$ cat src/rtl/prep9_bus_master.sv
// Burst bus initiator for the prep9 decoder: issues AH/AL/AS strobes over an
// address range and checks each registered decoder response against the map.
module prep9_bus_master #(
  parameter int GAP_W = 4,
  parameter int CNT_W = 16
) (
  input  logic             CLK,
  input  logic             RST,
  input  logic             START,
  input  logic [15:0]      BASE,
  input  logic [CNT_W-1:0] COUNT,
  input  logic [GAP_W-1:0] GAP,
  input  logic             ERR_CLR,
  output logic [7:0]       AH,
  output logic [7:0]       AL,
  output logic             AS,
  input  logic [7:0]       SEL,
  input  logic             BE_IN,
  output logic             BUSY,
  output logic             DONE,
  output logic             ERR,
  output logic [15:0]      ERR_ADDR
);

  typedef enum logic [2:0] {
    ST_IDLE,
    ST_ISSUE,
    ST_GAP,
    ST_DRAIN,
    ST_FIN
  } state_t;

  state_t           state, state_nxt;
  logic [15:0]      addr, addr_nxt;
  logic [CNT_W-1:0] remain, remain_nxt;
  logic [GAP_W-1:0] gaplen, gaplen_nxt;
  logic [GAP_W-1:0] gapcnt, gapcnt_nxt;
  logic             as_nxt;
  logic [15:0]      bus_nxt;

  logic             pipe_valid;
  logic [15:0]      pipe_addr;
  logic [7:0]       exp_sel;
  logic             exp_be;
  logic             mismatch;

  always_ff @(posedge CLK or posedge RST) begin
    if (RST) begin
      state  <= ST_IDLE;
      addr   <= '0;
      remain <= '0;
      gaplen <= '0;
      gapcnt <= '0;
      AS     <= 1'b0;
      AH     <= '0;
      AL     <= '0;
    end else begin
      state  <= state_nxt;
      addr   <= addr_nxt;
      remain <= remain_nxt;
      gaplen <= gaplen_nxt;
      gapcnt <= gapcnt_nxt;
      AS     <= as_nxt;
      AH     <= bus_nxt[15:8];
      AL     <= bus_nxt[7:0];
    end
  end

  // The bus only moves when a strobe is issued, so AH/AL hold during gaps.
  always_comb begin
    state_nxt  = state;
    addr_nxt   = addr;
    remain_nxt = remain;
    gaplen_nxt = gaplen;
    gapcnt_nxt = gapcnt;
    as_nxt     = 1'b0;
    bus_nxt    = {AH, AL};
    case (state)
      ST_IDLE: begin
        if (START) begin
          if (COUNT != '0) begin
            addr_nxt   = BASE;
            remain_nxt = COUNT;
            gaplen_nxt = GAP;
            state_nxt  = ST_ISSUE;
            as_nxt     = 1'b1;
            bus_nxt    = BASE;
          end else begin
            state_nxt = ST_FIN;
          end
        end
      end
      ST_ISSUE: begin
        remain_nxt = remain - CNT_W'(1);
        if (remain == CNT_W'(1)) begin
          state_nxt = ST_DRAIN;
        end else begin
          addr_nxt = addr + 16'd1;
          if (gaplen == '0) begin
            as_nxt  = 1'b1;
            bus_nxt = addr + 16'd1;
          end else begin
            state_nxt  = ST_GAP;
            gapcnt_nxt = gaplen;
          end
        end
      end
      ST_GAP: begin
        if (gapcnt == GAP_W'(1)) begin
          state_nxt = ST_ISSUE;
          as_nxt    = 1'b1;
          bus_nxt   = addr;
        end else begin
          gapcnt_nxt = gapcnt - GAP_W'(1);
        end
      end
      ST_DRAIN: state_nxt = ST_FIN;
      ST_FIN:   state_nxt = ST_IDLE;
      default:  state_nxt = ST_IDLE;
    endcase
  end

  assign BUSY = (state == ST_ISSUE) || (state == ST_GAP) || (state == ST_DRAIN);
  assign DONE = (state == ST_FIN);

  // One-stage delay matching the decoder's registered response.
  always_ff @(posedge CLK or posedge RST) begin
    if (RST) begin
      pipe_valid <= 1'b0;
      pipe_addr  <= '0;
    end else begin
      pipe_valid <= AS;
      pipe_addr  <= {AH, AL};
    end
  end

  always_comb begin
    exp_sel = 8'h00;
    exp_be  = 1'b0;
    if (pipe_addr <= 16'hE2AA)      exp_be  = 1'b1;
    else if (pipe_addr == 16'hE2AB) exp_sel = 8'h80;
    else if (pipe_addr <= 16'hE2AF) exp_sel = 8'h40;
    else if (pipe_addr <= 16'hE2BF) exp_sel = 8'h20;
    else if (pipe_addr <= 16'hE2FF) exp_sel = 8'h10;
    else if (pipe_addr <= 16'hE3FF) exp_sel = 8'h08;
    else if (pipe_addr <= 16'hE7FF) exp_sel = 8'h04;
    else if (pipe_addr <= 16'hEFFF) exp_sel = 8'h02;
    else                            exp_sel = 8'h01;
  end

  // With no strobe in flight the decoder holds BE, so only SEL is checked.
  assign mismatch = pipe_valid ? ((SEL != exp_sel) || (BE_IN != exp_be))
                               : (SEL != 8'h00);

  always_ff @(posedge CLK or posedge RST) begin
    if (RST) begin
      ERR      <= 1'b0;
      ERR_ADDR <= '0;
    end else if (mismatch) begin
      ERR <= 1'b1;
      if (!ERR || ERR_CLR) ERR_ADDR <= pipe_addr;
    end else if (ERR_CLR) begin
      ERR      <= 1'b0;
      ERR_ADDR <= '0;
    end
  end

endmodule

$ cat config.mk
export PLATFORM = sky130hd
export DESIGN_NAME = prep9_bus_master
export DESIGN_NICKNAME = d
export VERILOG_FILES = /design/src/rtl/prep9_bus_master.sv
export SDC_FILE = /design/constraint.sdc
export NUM_CORES = 1
export LEC_CHECK = 0
export ABC_AREA = 1
export BUFFER_PORTS_ARGS = -buffer_cell sky130_fd_sc_hd__buf_4
export CORE_MARGIN = 2
export CORE_UTILIZATION = 41
export DETAILED_ROUTE_END_ITERATION = 12
export PLACE_DENSITY = 0.68
export SLEW_MARGIN = 10
export SYNTH_ARGS = -nofsm -noshare
export SYNTH_HDL_FRONTEND = slang
export SYNTH_SLANG_ARGS = --single-unit
$ cat constraint.sdc
create_clock -name CLK -period 3.95 [get_ports CLK]
set_input_delay 0.5925 -clock CLK [delete_from_list [all_inputs] [get_ports CLK]]
set_output_delay 0.5925 -clock CLK [all_outputs]
set_load 0.01 [all_outputs]
==> impl_results.html <==
<table>
<tr><th>Metric</th><th>Value</th></tr>
<tr><th colspan="2">Routing</th></tr>
<tr><td>Antenna violation net count after detailed routing</td><td>0</td></tr>
<tr><td>DRC marker count from the first detailed-route iteration</td><td>322</td></tr>
<tr><td>Router iterations before antenna repair</td><td>5</td></tr>
<tr><td>Final WL</td><td>approximately 12 mm</td></tr>
<tr><td>DRC errors left</td><td>0</td></tr>
<tr><td>Average vias per placed instance</td><td>between 5 and 6</td></tr>
<tr><td>Total number of vias</td><td>about 4.6k</td></tr>
<tr><td>Routed wire per std cell</td><td>~14 um</td></tr>
<tr><th colspan="2">Power and ir drop</th></tr>
<tr><td>Net Switching</td><td>between 2 and 2.5 mW</td></tr>
<tr><td>Comb pwr share</td><td>0.458</td></tr>
<tr><td>Overall power consumption</td><td>just under 5 mW</td></tr>
<tr><td>Share of total power in the clock network</td><td>0.168</td></tr>
<tr><td>Internal Dissipation</td><td>between 2 and 3 mW</td></tr>
<tr><td>Worst vdd rail ir drop</td><td>~0.00052 V</td></tr>
<tr><td>Register share of total power</td><td>0.375</td></tr>
<tr><td>Power per unit of standard cell area</td><td>~800 nW/um2</td></tr>
<tr><td>Net Sw Frac</td><td>0.439</td></tr>
<tr><td>Leakage power figure</td><td>2.93 nW</td></tr>
<tr><th colspan="2">Clock network</th></tr>
<tr><td>Post-CTS resize count</td><td>0</td></tr>
<tr><td>Register clock-pin slew on the reported worst setup and hold paths</td><td>around 70 ps</td></tr>
<tr><td>Level count of the clock H-tree</td><td>3</td></tr>
<tr><td>Clock latency at the later pin of the worst-skew pair</td><td>around 350 ps</td></tr>
<tr><td>Longest Clk Path Bufs</td><td>2</td></tr>
<tr><td># clock sinks</td><td>94</td></tr>
<tr><td>Post-CTS Hold Buffers</td><td>0</td></tr>
<tr><td>TritonCTS clock tree</td><td>built</td></tr>
<tr><td>Root Buffer Master</td><td>sky130_fd_sc_hd__clkbuf_16</td></tr>
<tr><td>Setup Buffers After CTS</td><td>0</td></tr>
<tr><td>Clock buffer count from CTS</td><td>9</td></tr>
<tr><th colspan="2">Status</th></tr>
<tr><td>Run status</td><td>finished clean</td></tr>
<tr><th colspan="2">Setup path</th></tr>
<tr><td>Worst Reg-to-Reg Cells</td><td>11</td></tr>
<tr><td>Worst-path cell with the longest stage delay</td><td>sky130_fd_sc_hd__nor2_1</td></tr>
<tr><td>Cells along the critical path</td><td>nor2_1 -&gt; inv_1 -&gt; nor2_1 -&gt; inv_1 -&gt; o21ai_0 -&gt; inv_1 -&gt; nand2_1 -&gt; nor2_1 -&gt; inv_1 -&gt; a21oi_1 -&gt; a22oi_1</td></tr>
<tr><td>Critical path arrival</td><td>2960 ps</td></tr>
<tr><td>Most used cell along the critical path</td><td>sky130_fd_sc_hd__inv_1</td></tr>
<tr><td>Endpoint of the lowest-slack register-to-register path</td><td>addr[10]</td></tr>
<tr><td>Origin of the critical flop-to-flop path</td><td>state[1]</td></tr>
<tr><td>Largest fanout of any net on the critical path</td><td>20</td></tr>
<tr><td>Worst setup EP type</td><td>flip-flop</td></tr>
<tr><td>Worst Setup Path Type</td><td>reg -&gt; reg</td></tr>
<tr><td>Startpoint type of the worst setup path</td><td>flip-flop</td></tr>
<tr><td>WP data required</td><td>between 4000 and 5000 ps</td></tr>
<tr><td>R2R setup slack</td><td>between 1000 and 1500 ps</td></tr>
<tr><td>Slowest stage delay, CP</td><td>around 600 ps</td></tr>
<tr><th colspan="2">Die</th></tr>
<tr><td>Total core area</td><td>12100 um2</td></tr>
<tr><td>Num ports</td><td>85</td></tr>
<tr><td>DIE WIDTH</td><td>115 um</td></tr>
<tr><td>Starting density of the core</td><td>0.421</td></tr>
<tr><td>Cell row count</td><td>40</td></tr>
<tr><td>Height of the die</td><td>approximately 120 um</td></tr>
<tr><td>DIE AREA</td><td>~13000 um2</td></tr>
<tr><th colspan="2">Hold path</th></tr>
<tr><td>Min-Delay Path Class</td><td>in -&gt; async</td></tr>
<tr><th colspan="2">STA</th></tr>
<tr><td>Worst relative slew slack</td><td>0.485</td></tr>
<tr><td>Maximum frequency from static timing analysis</td><td>between 0.3 and 0.4 GHz</td></tr>
<tr><td>Max Transition Viols Final</td><td>0</td></tr>
<tr><td>Part of the cycle the worst path needs</td><td>0.699</td></tr>
<tr><td>Number of setup violations in the final report</td><td>0</td></tr>
<tr><td>Setup TNS</td><td>0 ps</td></tr>
<tr><td>Minimum period implied by the final worst setup slack</td><td>~2800 ps</td></tr>
<tr><td>Worst-Margin Slew</td><td>772 ps</td></tr>
<tr><td>Hold violation count in the final report</td><td>0</td></tr>
<tr><td>Largest clock skew in the final design</td><td>7.98 ps</td></tr>
<tr><td>Setup repair after global routing missed its margin</td><td>false</td></tr>
<tr><td>Post-route worst hold slack</td><td>359 ps</td></tr>
<tr><th colspan="2">Final layout</th></tr>
<tr><td>P&amp;R area growth vs syn</td><td>20.5%</td></tr>
<tr><td>Net count, final</td><td>between 700 and 800</td></tr>
<tr><td>Summed area of non-filler cells in the final layout</td><td>~6100 um2</td></tr>
<tr><td>Share of final-layout standard cells stronger than drive strength 1</td><td>0.194</td></tr>
<tr><td>Layout fillers</td><td>1168</td></tr>
<tr><td>Total inserted antenna cells</td><td>0</td></tr>
<tr><th colspan="2">Global routing</th></tr>
<tr><td>Number of global-route vias before repair</td><td>about 4.5k</td></tr>
<tr><td>Total global routing overflow</td><td>0</td></tr>
<tr><td>Global Route Usage Sum</td><td>0.195</td></tr>
<tr><td>Number of antenna violations at the first check in global routing</td><td>0</td></tr>
<tr><td>Maximum number of pins on one net before global-route repair</td><td>46</td></tr>
<tr><td>First-pass GRT wire length</td><td>20.6 mm</td></tr>
<tr><th colspan="2">Synth</th></tr>
<tr><td>Average cell area after synthesis</td><td>between 7 and 8 um2</td></tr>
<tr><td>Synth Warn #</td><td>0</td></tr>
<tr><td>Post-synth top flop</td><td>sky130_fd_sc_hd__dfrtp_1</td></tr>
<tr><td>Fraction of registers with async set/reset</td><td>1.00</td></tr>
<tr><td>Number of enable flip-flop cells after synthesis</td><td>0</td></tr>
<tr><td>Netlist Area Pre-Place</td><td>around 5100 um2</td></tr>
<tr><td>Sequential share of the synthesized area</td><td>0.463</td></tr>
<tr><td>Synth unique cells</td><td>45</td></tr>
<tr><td>Seq cells post-synth</td><td>94</td></tr>
<tr><td>Mapped Nets</td><td>690</td></tr>
<tr><td>Cells after synthesis</td><td>about 640</td></tr>
<tr><th colspan="2">Placement</th></tr>
<tr><td>Placed standard-cell area</td><td>5840 um2</td></tr>
<tr><td>Count of port buffers added during placement</td><td>84</td></tr>
<tr><td>Placer congestion estimate</td><td>0.878</td></tr>
<tr><td>HPWL Detailed</td><td>approximately 8.9 mm</td></tr>
<tr><th colspan="2">Job</th></tr>
<tr><td>Max-cap check violation count</td><td>0</td></tr>
</table>
cell type report:
cell class                      count  area [um2]  area share
Clock inverter                      6        53.8     0.00878
Multi-Input combinational cell    455        2370       0.386
Timing Repair Buffer               89         668       0.109
Sequential cell                    94        2350       0.384
Clock buffer                       10         229      0.0374
Inverter                           64         246      0.0402
Tap cell                          168         210      0.0343
placed cells by master (no fill, tap or decap), types with 7 or more instances in the layout:
| cell | synthesis | routed |
|---|---|---|
| sky130_fd_sc_hd__nand2_1 | 155 | 155 |
| sky130_fd_sc_hd__dfrtp_1 | 94 | 94 |
| sky130_fd_sc_hd__buf_4 | 0 | 89 |
| sky130_fd_sc_hd__nor2_1 | 61 | 61 |
| sky130_fd_sc_hd__inv_1 | 61 | 60 |
| sky130_fd_sc_hd__o21ai_0 | 45 | 45 |
| sky130_fd_sc_hd__a21oi_1 | 44 | 44 |
| sky130_fd_sc_hd__nand3_1 | 30 | 30 |
| sky130_fd_sc_hd__nor3_1 | 12 | 12 |
| sky130_fd_sc_hd__nand4_1 | 11 | 11 |
| sky130_fd_sc_hd__nand3_2 | 11 | 11 |
| sky130_fd_sc_hd__clkbuf_16 | 0 | 9 |
| sky130_fd_sc_hd__xor2_1 | 8 | 8 |
| sky130_fd_sc_hd__a22oi_1 | 8 | 8 |
| sky130_fd_sc_hd__nor4_1 | 7 | 7 |
| sky130_fd_sc_hd__o211ai_1 | 7 | 7 |
how the worst max path moves through the flow:
stage / from / to / slack, ps / cells past startpoint
4_1_cts: state[1] / addr[10] / 1170 / 11
3_3_place_gp: COUNT[11] / addr[10] / 960 / 8
6_report: state[1] / addr[10] / 1190 / 11
2_1_floorplan: RST / AH[0] / 910 / 1
5_1_grt: state[1] / addr[8] / 750 / 11
3_5_place_dp: COUNT[11] / addr[10] / 840 / 9
flip-flops by register name (all words and copies together), names as in the netlist:
name	count
AH	8
AL	8
AS	1
ERR	1
ERR_ADDR	16
addr	16
gapcnt	4
gaplen	4
pipe_addr	16
pipe_valid	1
remain	16
state	3
per-stage QoR:
| stage | utilization | std cells | setup slack, ps |
|---|---|---|---|
| 3_3_place_gp | 0.484 | 870 | 957 |
| 6_report | 0.508 | 886 | 1190 |
| 5_1_grt | 0.508 | 886 | 752 |
| 2_1_floorplan | - | 636 | 909 |
| 3_5_place_dp | 0.484 | 870 | 836 |
| 4_1_cts | 0.508 | 886 | 1170 |
power by group through the flow:
| stage | combinational, mW | clock, mW | sequential, mW |
|---|---|---|---|
| 2_1_floorplan | 1.56 | 0 | 1.82 |
| 3_3_place_gp | 2.18 | 0 | 1.84 |
| 3_5_place_dp | 2.25 | 0 | 1.86 |
| 4_1_cts | 2.26 | 0.852 | 1.84 |
| 5_1_grt | 2.57 | 0.903 | 1.91 |
| 6_report | 2.25 | 0.826 | 1.84 |
metal layers:
metal,wire [um],up-vias,GRT usage
li1,-,2278,-
met1,5260,2125,0.245
met2,5710,139,0.322
met3,754,19,0.0501
met4,252,0,0.0779
met5,0,-,0
worst max-delay path: cells and delay by family, from the launching register on:
family / cells / cell delay, ps
DFF: 1 / 460
buffers and inverters: 4 / 720
and+or+nand+nor: 4 / 1000
AOI/OAI and AO/OA: 3 / 440
cell usage after synthesis (2+ instances only):
cell	n	area, um2
sky130_fd_sc_hd__a21oi_1	44	220
sky130_fd_sc_hd__a22oi_1	8	60.1
sky130_fd_sc_hd__a2bb2oi_1	5	43.8
sky130_fd_sc_hd__a41oi_1	5	43.8
sky130_fd_sc_hd__buf_2	3	15.0
sky130_fd_sc_hd__clkbuf_1	17	63.8
sky130_fd_sc_hd__dfrtp_1	94	2350
sky130_fd_sc_hd__ha_1	5	62.6
sky130_fd_sc_hd__inv_1	61	229
sky130_fd_sc_hd__inv_2	2	7.51
sky130_fd_sc_hd__mux2_2	4	45.0
sky130_fd_sc_hd__nand2_1	155	582
sky130_fd_sc_hd__nand3_1	30	150
sky130_fd_sc_hd__nand3_2	11	110
sky130_fd_sc_hd__nand3b_1	2	15.0
sky130_fd_sc_hd__nand4_1	11	68.8
sky130_fd_sc_hd__nand4_2	2	25.0
sky130_fd_sc_hd__nor2_1	61	229
sky130_fd_sc_hd__nor2_2	4	25.0
sky130_fd_sc_hd__nor3_1	12	60.1
sky130_fd_sc_hd__nor4_1	7	43.8
sky130_fd_sc_hd__o211ai_1	7	52.6
sky130_fd_sc_hd__o21a_1	3	22.5
sky130_fd_sc_hd__o21ai_0	45	225
sky130_fd_sc_hd__o22ai_1	5	31.3
sky130_fd_sc_hd__or2_2	4	25.0
sky130_fd_sc_hd__xnor2_1	4	35.0
sky130_fd_sc_hd__xor2_1	8	70.1
cell families (layout without fill, tap and decap cells):
family / count (synthesis) / after routing / share of synthesized area
AND/OR/NAND/NOR: 306 / 306 / 0.276
AO/OA/AOI/OAI: 128 / 128 / 0.146
buffers and inverters: 87 / 169 / 0.0729
flip-flops: 94 / 94 / 0.463
XOR/XNOR: 12 / 12 / 0.0207
multiplexers: 4 / 4 / 0.00886
adder cells (fa/ha/maj): 5 / 5 / 0.0123
(Power assumes the default switching activity.)
